<file path="config.mk">
export PLATFORM = sky130hd
export DESIGN_NAME = dram_arbiter_flat
export DESIGN_NICKNAME = d
export VERILOG_FILES = /design/src/rtl/dram_arbiter_if.sv /design/src/rtl/dram_arbiter.sv /design/src/flat_wrapper.sv
export SDC_FILE = /design/constraint.sdc
export NUM_CORES = 1
export LEC_CHECK = 0
export BUFFER_PORTS_ARGS = -buffer_cell sky130_fd_sc_hd__buf_2
export CORE_UTILIZATION = 35
export CTS_BUF_LIST = sky130_fd_sc_hd__clkbuf_8
export DETAILED_ROUTE_END_ITERATION = 6
export GPL_TIMING_DRIVEN = 1
export PLACE_DENSITY = 0.78
export SYNTH_ARGS = -nofsm -noshare
export SYNTH_HDL_FRONTEND = slang
export SYNTH_SLANG_ARGS = --single-unit
</file>
<file path="constraint.sdc">
create_clock -name clk -period 4.2 [get_ports clk]
set_input_delay 0.21 -clock clk [delete_from_list [all_inputs] [get_ports clk]]
set_output_delay 0.21 -clock clk [all_outputs]
set_load 0.02 [all_outputs]
</file>
<file path="src/rtl/dram_arbiter_if.sv">
// Bundle of the core, DMA and dRam-side signals around the dRam arbiter.
// The slave modport is the arbiter's view; master is the requesters-plus-memory view.
interface dram_arbiter_if #(
  parameter int ADDR_W = 19,
  parameter int DATA_W = 8
);
  // core port
  logic              c_req;
  logic              c_we;
  logic [ADDR_W-1:0] c_addr;
  logic [DATA_W-1:0] c_wdata;
  logic              c_gnt;
  logic              c_rvalid;
  logic [DATA_W-1:0] c_rdata;
  logic              c_err;
  // DMA port
  logic              d_req;
  logic              d_we;
  logic [ADDR_W-1:0] d_addr;
  logic [DATA_W-1:0] d_wdata;
  logic              d_lock;
  logic              d_gnt;
  logic              d_rvalid;
  logic [DATA_W-1:0] d_rdata;
  logic              d_err;
  // dRam side
  logic [ADDR_W-1:0] dAddr;
  logic [DATA_W-1:0] d_in;
  logic [1:0]        MEM_WRITE;
  logic [DATA_W-1:0] mem_rdata;

  modport slave (
    input  c_req, c_we, c_addr, c_wdata,
    input  d_req, d_we, d_addr, d_wdata, d_lock,
    input  mem_rdata,
    output c_gnt, c_rvalid, c_rdata, c_err,
    output d_gnt, d_rvalid, d_rdata, d_err,
    output dAddr, d_in, MEM_WRITE
  );

  modport master (
    output c_req, c_we, c_addr, c_wdata,
    output d_req, d_we, d_addr, d_wdata, d_lock,
    output mem_rdata,
    input  c_gnt, c_rvalid, c_rdata, c_err,
    input  d_gnt, d_rvalid, d_rdata, d_err,
    input  dAddr, d_in, MEM_WRITE
  );
endinterface

</file>
<file path="src/rtl/dram_arbiter.sv">
// Round-robin core/DMA arbiter for the single-port dRam, with DMA burst lock and range check.
// Define DRAM_ARB_PERF_EN to add saturating grant/wait performance counters.
module dram_arbiter #(
  parameter int ADDR_W   = 19,
  parameter int DATA_W   = 8,
  parameter int ADDR_MAX = 262144,
  parameter int MAX_LOCK = 64
) (
  input  logic          clk,
  input  logic          rst_n,
  dram_arbiter_if.slave bus
`ifdef DRAM_ARB_PERF_EN
  ,
  output logic [15:0]   c_grant_cnt,
  output logic [15:0]   d_grant_cnt,
  output logic [15:0]   c_wait_cnt
`endif
);

  localparam int                CNT_W      = $clog2(MAX_LOCK + 1);
  localparam logic [ADDR_W-1:0] ADDR_LIMIT = ADDR_W'(ADDR_MAX);

  typedef enum logic {ARB, LOCK} state_t;

  state_t             state_q, state_d;
  logic               last_dma_q, last_dma_d;
  logic [CNT_W-1:0]   lock_cnt_q, lock_cnt_d;
  logic               gnt_c, gnt_d;
  logic               locked_now;

  logic               granted;
  logic               sel_we;
  logic [ADDR_W-1:0]  sel_addr;
  logic [DATA_W-1:0]  sel_wdata;
  logic               out_of_range;

  logic [ADDR_W-1:0]  addr_q;
  logic [DATA_W-1:0]  wdata_q;
  logic               c_rv_q, c_err_q, d_rv_q, d_err_q;

  assign locked_now = (state_q == LOCK) && bus.d_req && bus.d_lock;

  always_comb begin
    // NOTE: every signal gets a default first so no path can leave one unassigned and infer a latch.
    state_d    = ARB;
    last_dma_d = last_dma_q;
    lock_cnt_d = '0;
    gnt_c      = 1'b0;
    gnt_d      = 1'b0;

    if (locked_now) begin
      gnt_d = 1'b1;
    end else if (bus.c_req && bus.d_req) begin
      gnt_c = last_dma_q;
      gnt_d = !last_dma_q;
    end else begin
      gnt_c = bus.c_req;
      gnt_d = bus.d_req;
    end

    if (gnt_c) last_dma_d = 1'b0;
    if (gnt_d) last_dma_d = 1'b1;

    // A locked run ends on the grant that reaches MAX_LOCK; last winner is then DMA so the core goes next.
    if (gnt_d && bus.d_lock) begin
      lock_cnt_d = locked_now ? lock_cnt_q + 1'b1 : CNT_W'(1);
      if (lock_cnt_d == CNT_W'(MAX_LOCK)) lock_cnt_d = '0;
      else                                state_d    = LOCK;
    end
  end

  always_ff @(posedge clk or negedge rst_n) begin
    if (!rst_n) begin
      state_q    <= ARB;
      last_dma_q <= 1'b1;
      lock_cnt_q <= '0;
    end else begin
      // NOTE: non-blocking assignments so every register samples the pre-edge values.
      state_q    <= state_d;
      last_dma_q <= last_dma_d;
      lock_cnt_q <= lock_cnt_d;
    end
  end

  assign granted      = gnt_c | gnt_d;
  assign sel_we       = gnt_d ? bus.d_we    : bus.c_we;
  assign sel_addr     = gnt_d ? bus.d_addr  : bus.c_addr;
  assign sel_wdata    = gnt_d ? bus.d_wdata : bus.c_wdata;
  assign out_of_range = sel_addr > ADDR_LIMIT;

  assign bus.c_gnt     = gnt_c;
  assign bus.d_gnt     = gnt_d;
  assign bus.dAddr     = granted ? sel_addr  : addr_q;
  assign bus.d_in      = granted ? sel_wdata : wdata_q;
  assign bus.MEM_WRITE = (granted && sel_we && !out_of_range) ? 2'b10 : 2'b00;

  // Response tags: reads and every rejected access answer one cycle after the grant.
  always_ff @(posedge clk or negedge rst_n) begin
    if (!rst_n) begin
      addr_q  <= '0;
      wdata_q <= '0;
      c_rv_q  <= 1'b0;
      c_err_q <= 1'b0;
      d_rv_q  <= 1'b0;
      d_err_q <= 1'b0;
    end else begin
      if (granted) begin
        addr_q  <= sel_addr;
        wdata_q <= sel_wdata;
      end
      c_rv_q  <= gnt_c && (!sel_we || out_of_range);
      c_err_q <= gnt_c && out_of_range;
      d_rv_q  <= gnt_d && (!sel_we || out_of_range);
      d_err_q <= gnt_d && out_of_range;
    end
  end

  assign bus.c_rvalid = c_rv_q;
  assign bus.c_err    = c_err_q;
  assign bus.c_rdata  = (c_rv_q && !c_err_q) ? bus.mem_rdata : '0;
  assign bus.d_rvalid = d_rv_q;
  assign bus.d_err    = d_err_q;
  assign bus.d_rdata  = (d_rv_q && !d_err_q) ? bus.mem_rdata : '0;

`ifdef DRAM_ARB_PERF_EN
  always_ff @(posedge clk or negedge rst_n) begin
    if (!rst_n) begin
      c_grant_cnt <= '0;
      d_grant_cnt <= '0;
      c_wait_cnt  <= '0;
    end else begin
      if (gnt_c && c_grant_cnt != 16'hFFFF) c_grant_cnt <= c_grant_cnt + 16'd1;
      if (gnt_d && d_grant_cnt != 16'hFFFF) d_grant_cnt <= d_grant_cnt + 16'd1;
      if (bus.c_req && !gnt_c && c_wait_cnt != 16'hFFFF) c_wait_cnt <= c_wait_cnt + 16'd1;
    end
  end
`endif

endmodule

</file>
<file path="src/flat_wrapper.sv">
// flat-port wrapper written by rule: the top's interface ports become plain ports
module dram_arbiter_flat 
#(
  parameter int ADDR_W   = 19,
  parameter int DATA_W   = 8,
  parameter int ADDR_MAX = 262144,
  parameter int MAX_LOCK = 64
)
  (clk, rst_n, bus_c_req, bus_c_we, bus_c_addr, bus_c_wdata, bus_d_req, bus_d_we, bus_d_addr, bus_d_wdata, bus_d_lock, bus_mem_rdata, bus_c_gnt, bus_c_rvalid, bus_c_rdata, bus_c_err, bus_d_gnt, bus_d_rvalid, bus_d_rdata, bus_d_err, bus_dAddr, bus_d_in, bus_MEM_WRITE);
  dram_arbiter_if #(.ADDR_W(ADDR_W), .DATA_W(DATA_W)) bus_i ();
  input  logic clk;
  input  logic rst_n;
  input wire logic [$bits(bus_i.c_req)-1:0] bus_c_req;
  input wire logic [$bits(bus_i.c_we)-1:0] bus_c_we;
  input wire logic [$bits(bus_i.c_addr)-1:0] bus_c_addr;
  input wire logic [$bits(bus_i.c_wdata)-1:0] bus_c_wdata;
  input wire logic [$bits(bus_i.d_req)-1:0] bus_d_req;
  input wire logic [$bits(bus_i.d_we)-1:0] bus_d_we;
  input wire logic [$bits(bus_i.d_addr)-1:0] bus_d_addr;
  input wire logic [$bits(bus_i.d_wdata)-1:0] bus_d_wdata;
  input wire logic [$bits(bus_i.d_lock)-1:0] bus_d_lock;
  input wire logic [$bits(bus_i.mem_rdata)-1:0] bus_mem_rdata;
  output wire logic [$bits(bus_i.c_gnt)-1:0] bus_c_gnt;
  output wire logic [$bits(bus_i.c_rvalid)-1:0] bus_c_rvalid;
  output wire logic [$bits(bus_i.c_rdata)-1:0] bus_c_rdata;
  output wire logic [$bits(bus_i.c_err)-1:0] bus_c_err;
  output wire logic [$bits(bus_i.d_gnt)-1:0] bus_d_gnt;
  output wire logic [$bits(bus_i.d_rvalid)-1:0] bus_d_rvalid;
  output wire logic [$bits(bus_i.d_rdata)-1:0] bus_d_rdata;
  output wire logic [$bits(bus_i.d_err)-1:0] bus_d_err;
  output wire logic [$bits(bus_i.dAddr)-1:0] bus_dAddr;
  output wire logic [$bits(bus_i.d_in)-1:0] bus_d_in;
  output wire logic [$bits(bus_i.MEM_WRITE)-1:0] bus_MEM_WRITE;
  assign bus_i.c_req = bus_c_req;
  assign bus_i.c_we = bus_c_we;
  assign bus_i.c_addr = bus_c_addr;
  assign bus_i.c_wdata = bus_c_wdata;
  assign bus_i.d_req = bus_d_req;
  assign bus_i.d_we = bus_d_we;
  assign bus_i.d_addr = bus_d_addr;
  assign bus_i.d_wdata = bus_d_wdata;
  assign bus_i.d_lock = bus_d_lock;
  assign bus_i.mem_rdata = bus_mem_rdata;
  assign bus_c_gnt = bus_i.c_gnt;
  assign bus_c_rvalid = bus_i.c_rvalid;
  assign bus_c_rdata = bus_i.c_rdata;
  assign bus_c_err = bus_i.c_err;
  assign bus_d_gnt = bus_i.d_gnt;
  assign bus_d_rvalid = bus_i.d_rvalid;
  assign bus_d_rdata = bus_i.d_rdata;
  assign bus_d_err = bus_i.d_err;
  assign bus_dAddr = bus_i.dAddr;
  assign bus_d_in = bus_i.d_in;
  assign bus_MEM_WRITE = bus_i.MEM_WRITE;
  dram_arbiter #(.ADDR_W(ADDR_W), .DATA_W(DATA_W), .ADDR_MAX(ADDR_MAX), .MAX_LOCK(MAX_LOCK)) u_core (.clk(clk), .rst_n(rst_n), .bus(bus_i));
endmodule
</file>
==> flow_summary.json <==
{
  "worst_pin_slew_ns": 0.8768,
  "synthCells": 219,
  "grt_max_degree": 41,
  "hold_violations": 0,
  "rr_endpoint": "u_core.bus.c_rvalid",
  "vias": 2001,
  "maxCapViolations": 0,
  "core-area_mm2": 0.005540,
  "dp.final_hpwl_mm": 4.006,
  "final_util": 0.4993,
  "crit_path_max_fanout": 33,
  "insertion_delay_ns": 0.28,
  "crit_required_ns": 3.99,
  "portBuffers": 118,
  "worst_setup_path_end_kind": "output port",
  "dr.first_iter.drc_count": 72,
  "routed.top_layer": "met4",
  "first_pass_iters": 4,
  "synth.distinct_cells": 30,
  "synthArstFlopShare": 1.000,
  "synth_top_area_share": 0.4809,
  "final.setup.worst_slack_ns": 1.455,
  "finalCriticalPeriod_ns": 2.745,
  "reg2reg_depth": 6,
  "post_cts_resized": 0,
  "met3_length_um": 365,
  "dieArea_mm2": 0.006107,
  "yosysSeqAreaShare": 0.4938,
  "finClkSkew_ns": 0.007920,
  "numClockSinks": 40,
  "yosys.area.top_type": "dfrtp_1",
  "grt_setup_unrepaired": "false",
  "clk_pin_slew_ns": 0.08,
  "ys.flop_type": "dfrtp_1",
  "start_util": 0.3663,
  "n_antenna_cell": 0,
  "m1WireLength_mm": 2.159,
  "postCtsSetupBuffers": 0,
  "regArea_mm2": 0.001002,
  "postCtsHoldBufs": 0,
  "via_per_inst": 4.892,
  "grt-ovfl-total": 0,
  "r2r_setup_slack_ns": 1.99,
  "avgSynthCellArea_um2": 9.267,
  "nFillCells": 556,
  "synth_common_cells": "dfrtp_1, nor2_1, a21oi_1",
  "p_per_area_mw_per_mm2": 350.3,
  "finalSetupTns_ns": 0,
  "tritoncts": "built",
  "setup_viol": 0,
  "multiInputGateArea_um2": 963.4,
  "cp.arrival_ns": 2.53,
  "power.leakage_nw": 1.469,
  "synth_area_leaders": "dfrtp_1, mux2i_1, nor2_1, a21oi_1, and2_1",
  "die_w_um": 78.15,
  "final_net_count": 406,
  "fin_area_mm2": 0.002766,
  "cts_buffers": 5,
  "worstHoldPathType": "primary input to asynchronous set/reset pin",
  "rows": 27,
  "drt_wl_total_mm": 5.049,
  "drive_gt1_frac": 0.3887,
  "slowest_stage": "dfstp_2",
  "syn_area_mm2": 0.002029,
  "placed_area_mm2": 0.002676,
  "ant_nets": 0,
  "worstSetupPathType": "flop to output port",
  "slew_violations": 0,
  "pre_cts_slack_ns": 1.779,
  "grt_usage": 0.1729,
  "min_period_over_period": 0.6535,
  "cp_cell_sequence": "nand2_1, o21ai_4, buf_4, and4b_1, nor3_2, nor3_1, buf_2",
  "run_status": "finished clean",
  "critPathLaunch": "u_core.last_dma_q",
  "cts-root-buf": "clkbuf_8",
  "reg2reg_from": "u_core.last_dma_q",
  "drc_errors": 0,
  "max-slew-margin-rel": 0.4155,
  "synth_nets": 289,
  "synth_edf_count": 0,
  "die_y_um": 78.15,
  "fmax_mhz": 364.3,
  "grt_pass1_vias": 1940,
  "gp_congestion": 0.7887,
  "num_io_pins": 120,
  "ys_warn_count": 0,
  "wl_per_cell_um": 12.34,
  "antenna_found_initial": 0,
  "peakVddDrop_mv": 0.1710,
  "start_kind": "flop",
  "ctsHtreeMaxLevel": 2,
  "critPathMaxStageDelay_ns": 0.55,
  "clockBufferDepth": 2,
  "synth_seq_cells": 40,
  "areaGrowthSynthToFinish_pct": 36.31,
  "wl_met2_mm": 2.486,
  "grt_pass1_wl_mm": 8.397
}
logic make-up (layout without fill, tap and decap cells):
group | after synthesis | in the layout | share of synthesized area
AND/OR/NAND/NOR | 101 | 101 | 0.2380
flip-flops | 40 | 40 | 0.4938
AO/OA/AOI/OAI | 35 | 35 | 0.09680
multiplexers | 22 | 22 | 0.1085
buffers and inverters | 14 | 132 | 0.03328
XOR/XNOR | 5 | 5 | 0.02158
adder cells (fa/ha/maj) | 1 | 1 | 0.006164
other | 1 | 1 | 0.001848
layout make-up:
class / instances / area share
Tap cell: 72 / 0.03256
Inverter: 4 / 0.005427
Sequential cell: 40 / 0.3623
Multi-Input combinational cell: 165 / 0.3483
Clock inverter: 2 / 0.002714
Timing Repair Buffer: 120 / 0.2189
Clock buffer: 6 / 0.02985
sequential cells by signal, summed over array words and instances (netlist names):
register             flops
u_core.last_dma_q        1
u_core.addr_q           19
u_core.bus.c_rvalid      1
u_core.state_q           1
u_core.wdata_q           8
u_core.bus.d_rvalid      1
u_core.bus.c_err         1
u_core.bus.d_err         1
u_core.lock_cnt_q        7
critical path: cells and delay by family, from the launching register on:
family / cells / cell delay (ns)
flops: 1 / 0.55
compound gates: 1 / 0.47
buf+inv: 2 / 0.61
simple gates: 4 / 0.60
layer usage:
metal  up-vias  GRT usage
li1        980          -
met2        82     0.3123
met1       934     0.2027
met5         -          0
met3         5    0.04419
met4         0    0.04444
where the power goes:
part	total (mW)	switching [mW]	leakage (nW)	internal [mW]
clock network	0.253	0.124	0.0538	0.129
logic	0.276	0.173	0.937	0.103
registers	0.440	0.0132	0.478	0.427
metrics by stage:
step	instances	hold WS [ns]	power, mW
detailed placement	401	0.3814	0.7271
global placement	401	0.3813	0.7216
floorplan	219	-0.08559	0.6145
CTS	409	0.06687	0.9839
global route	409	0.1001	1.030
finish	409	0.03185	0.9691
how the worst max path moves through the flow:
stage                                  end  slack (ns)
after floorplan           bus_MEM_WRITE[1]        2.33
after global placement    bus_MEM_WRITE[1]        1.83
after detailed placement  bus_MEM_WRITE[1]        1.78
after CTS                 bus_MEM_WRITE[1]        1.45
after global routing      bus_MEM_WRITE[1]        1.20
final                     bus_MEM_WRITE[1]        1.46
placed cells by master (no fill, tap or decap), drive strengths merged:
| master | synthesis | routed |
|---|---|---|
| xnor2 | 2 | 2 |
| buf | 6 | 120 |
| o21a | 1 | 1 |
| or2 | 1 | 1 |
| dfrtp | 39 | 39 |
| nor2 | 39 | 39 |
| clkinv | 1 | 1 |
| clkbuf | 4 | 6 |
| and3 | 1 | 1 |
| ha | 1 | 1 |
| conb | 1 | 1 |
| xor2 | 3 | 3 |
| a21oi | 24 | 24 |
| mux2i | 22 | 22 |
| nor2b | 2 | 2 |
| inv | 3 | 5 |
| nand2 | 19 | 19 |
| nand4 | 1 | 1 |
| nand3 | 5 | 5 |
| a31oi | 6 | 6 |
| o21ai | 4 | 4 |
| nor4 | 8 | 8 |
| and2 | 19 | 19 |
| dfstp | 1 | 1 |
| nor3 | 5 | 5 |
| and4b | 1 | 1 |
Power figures use the tool's default switching activity.
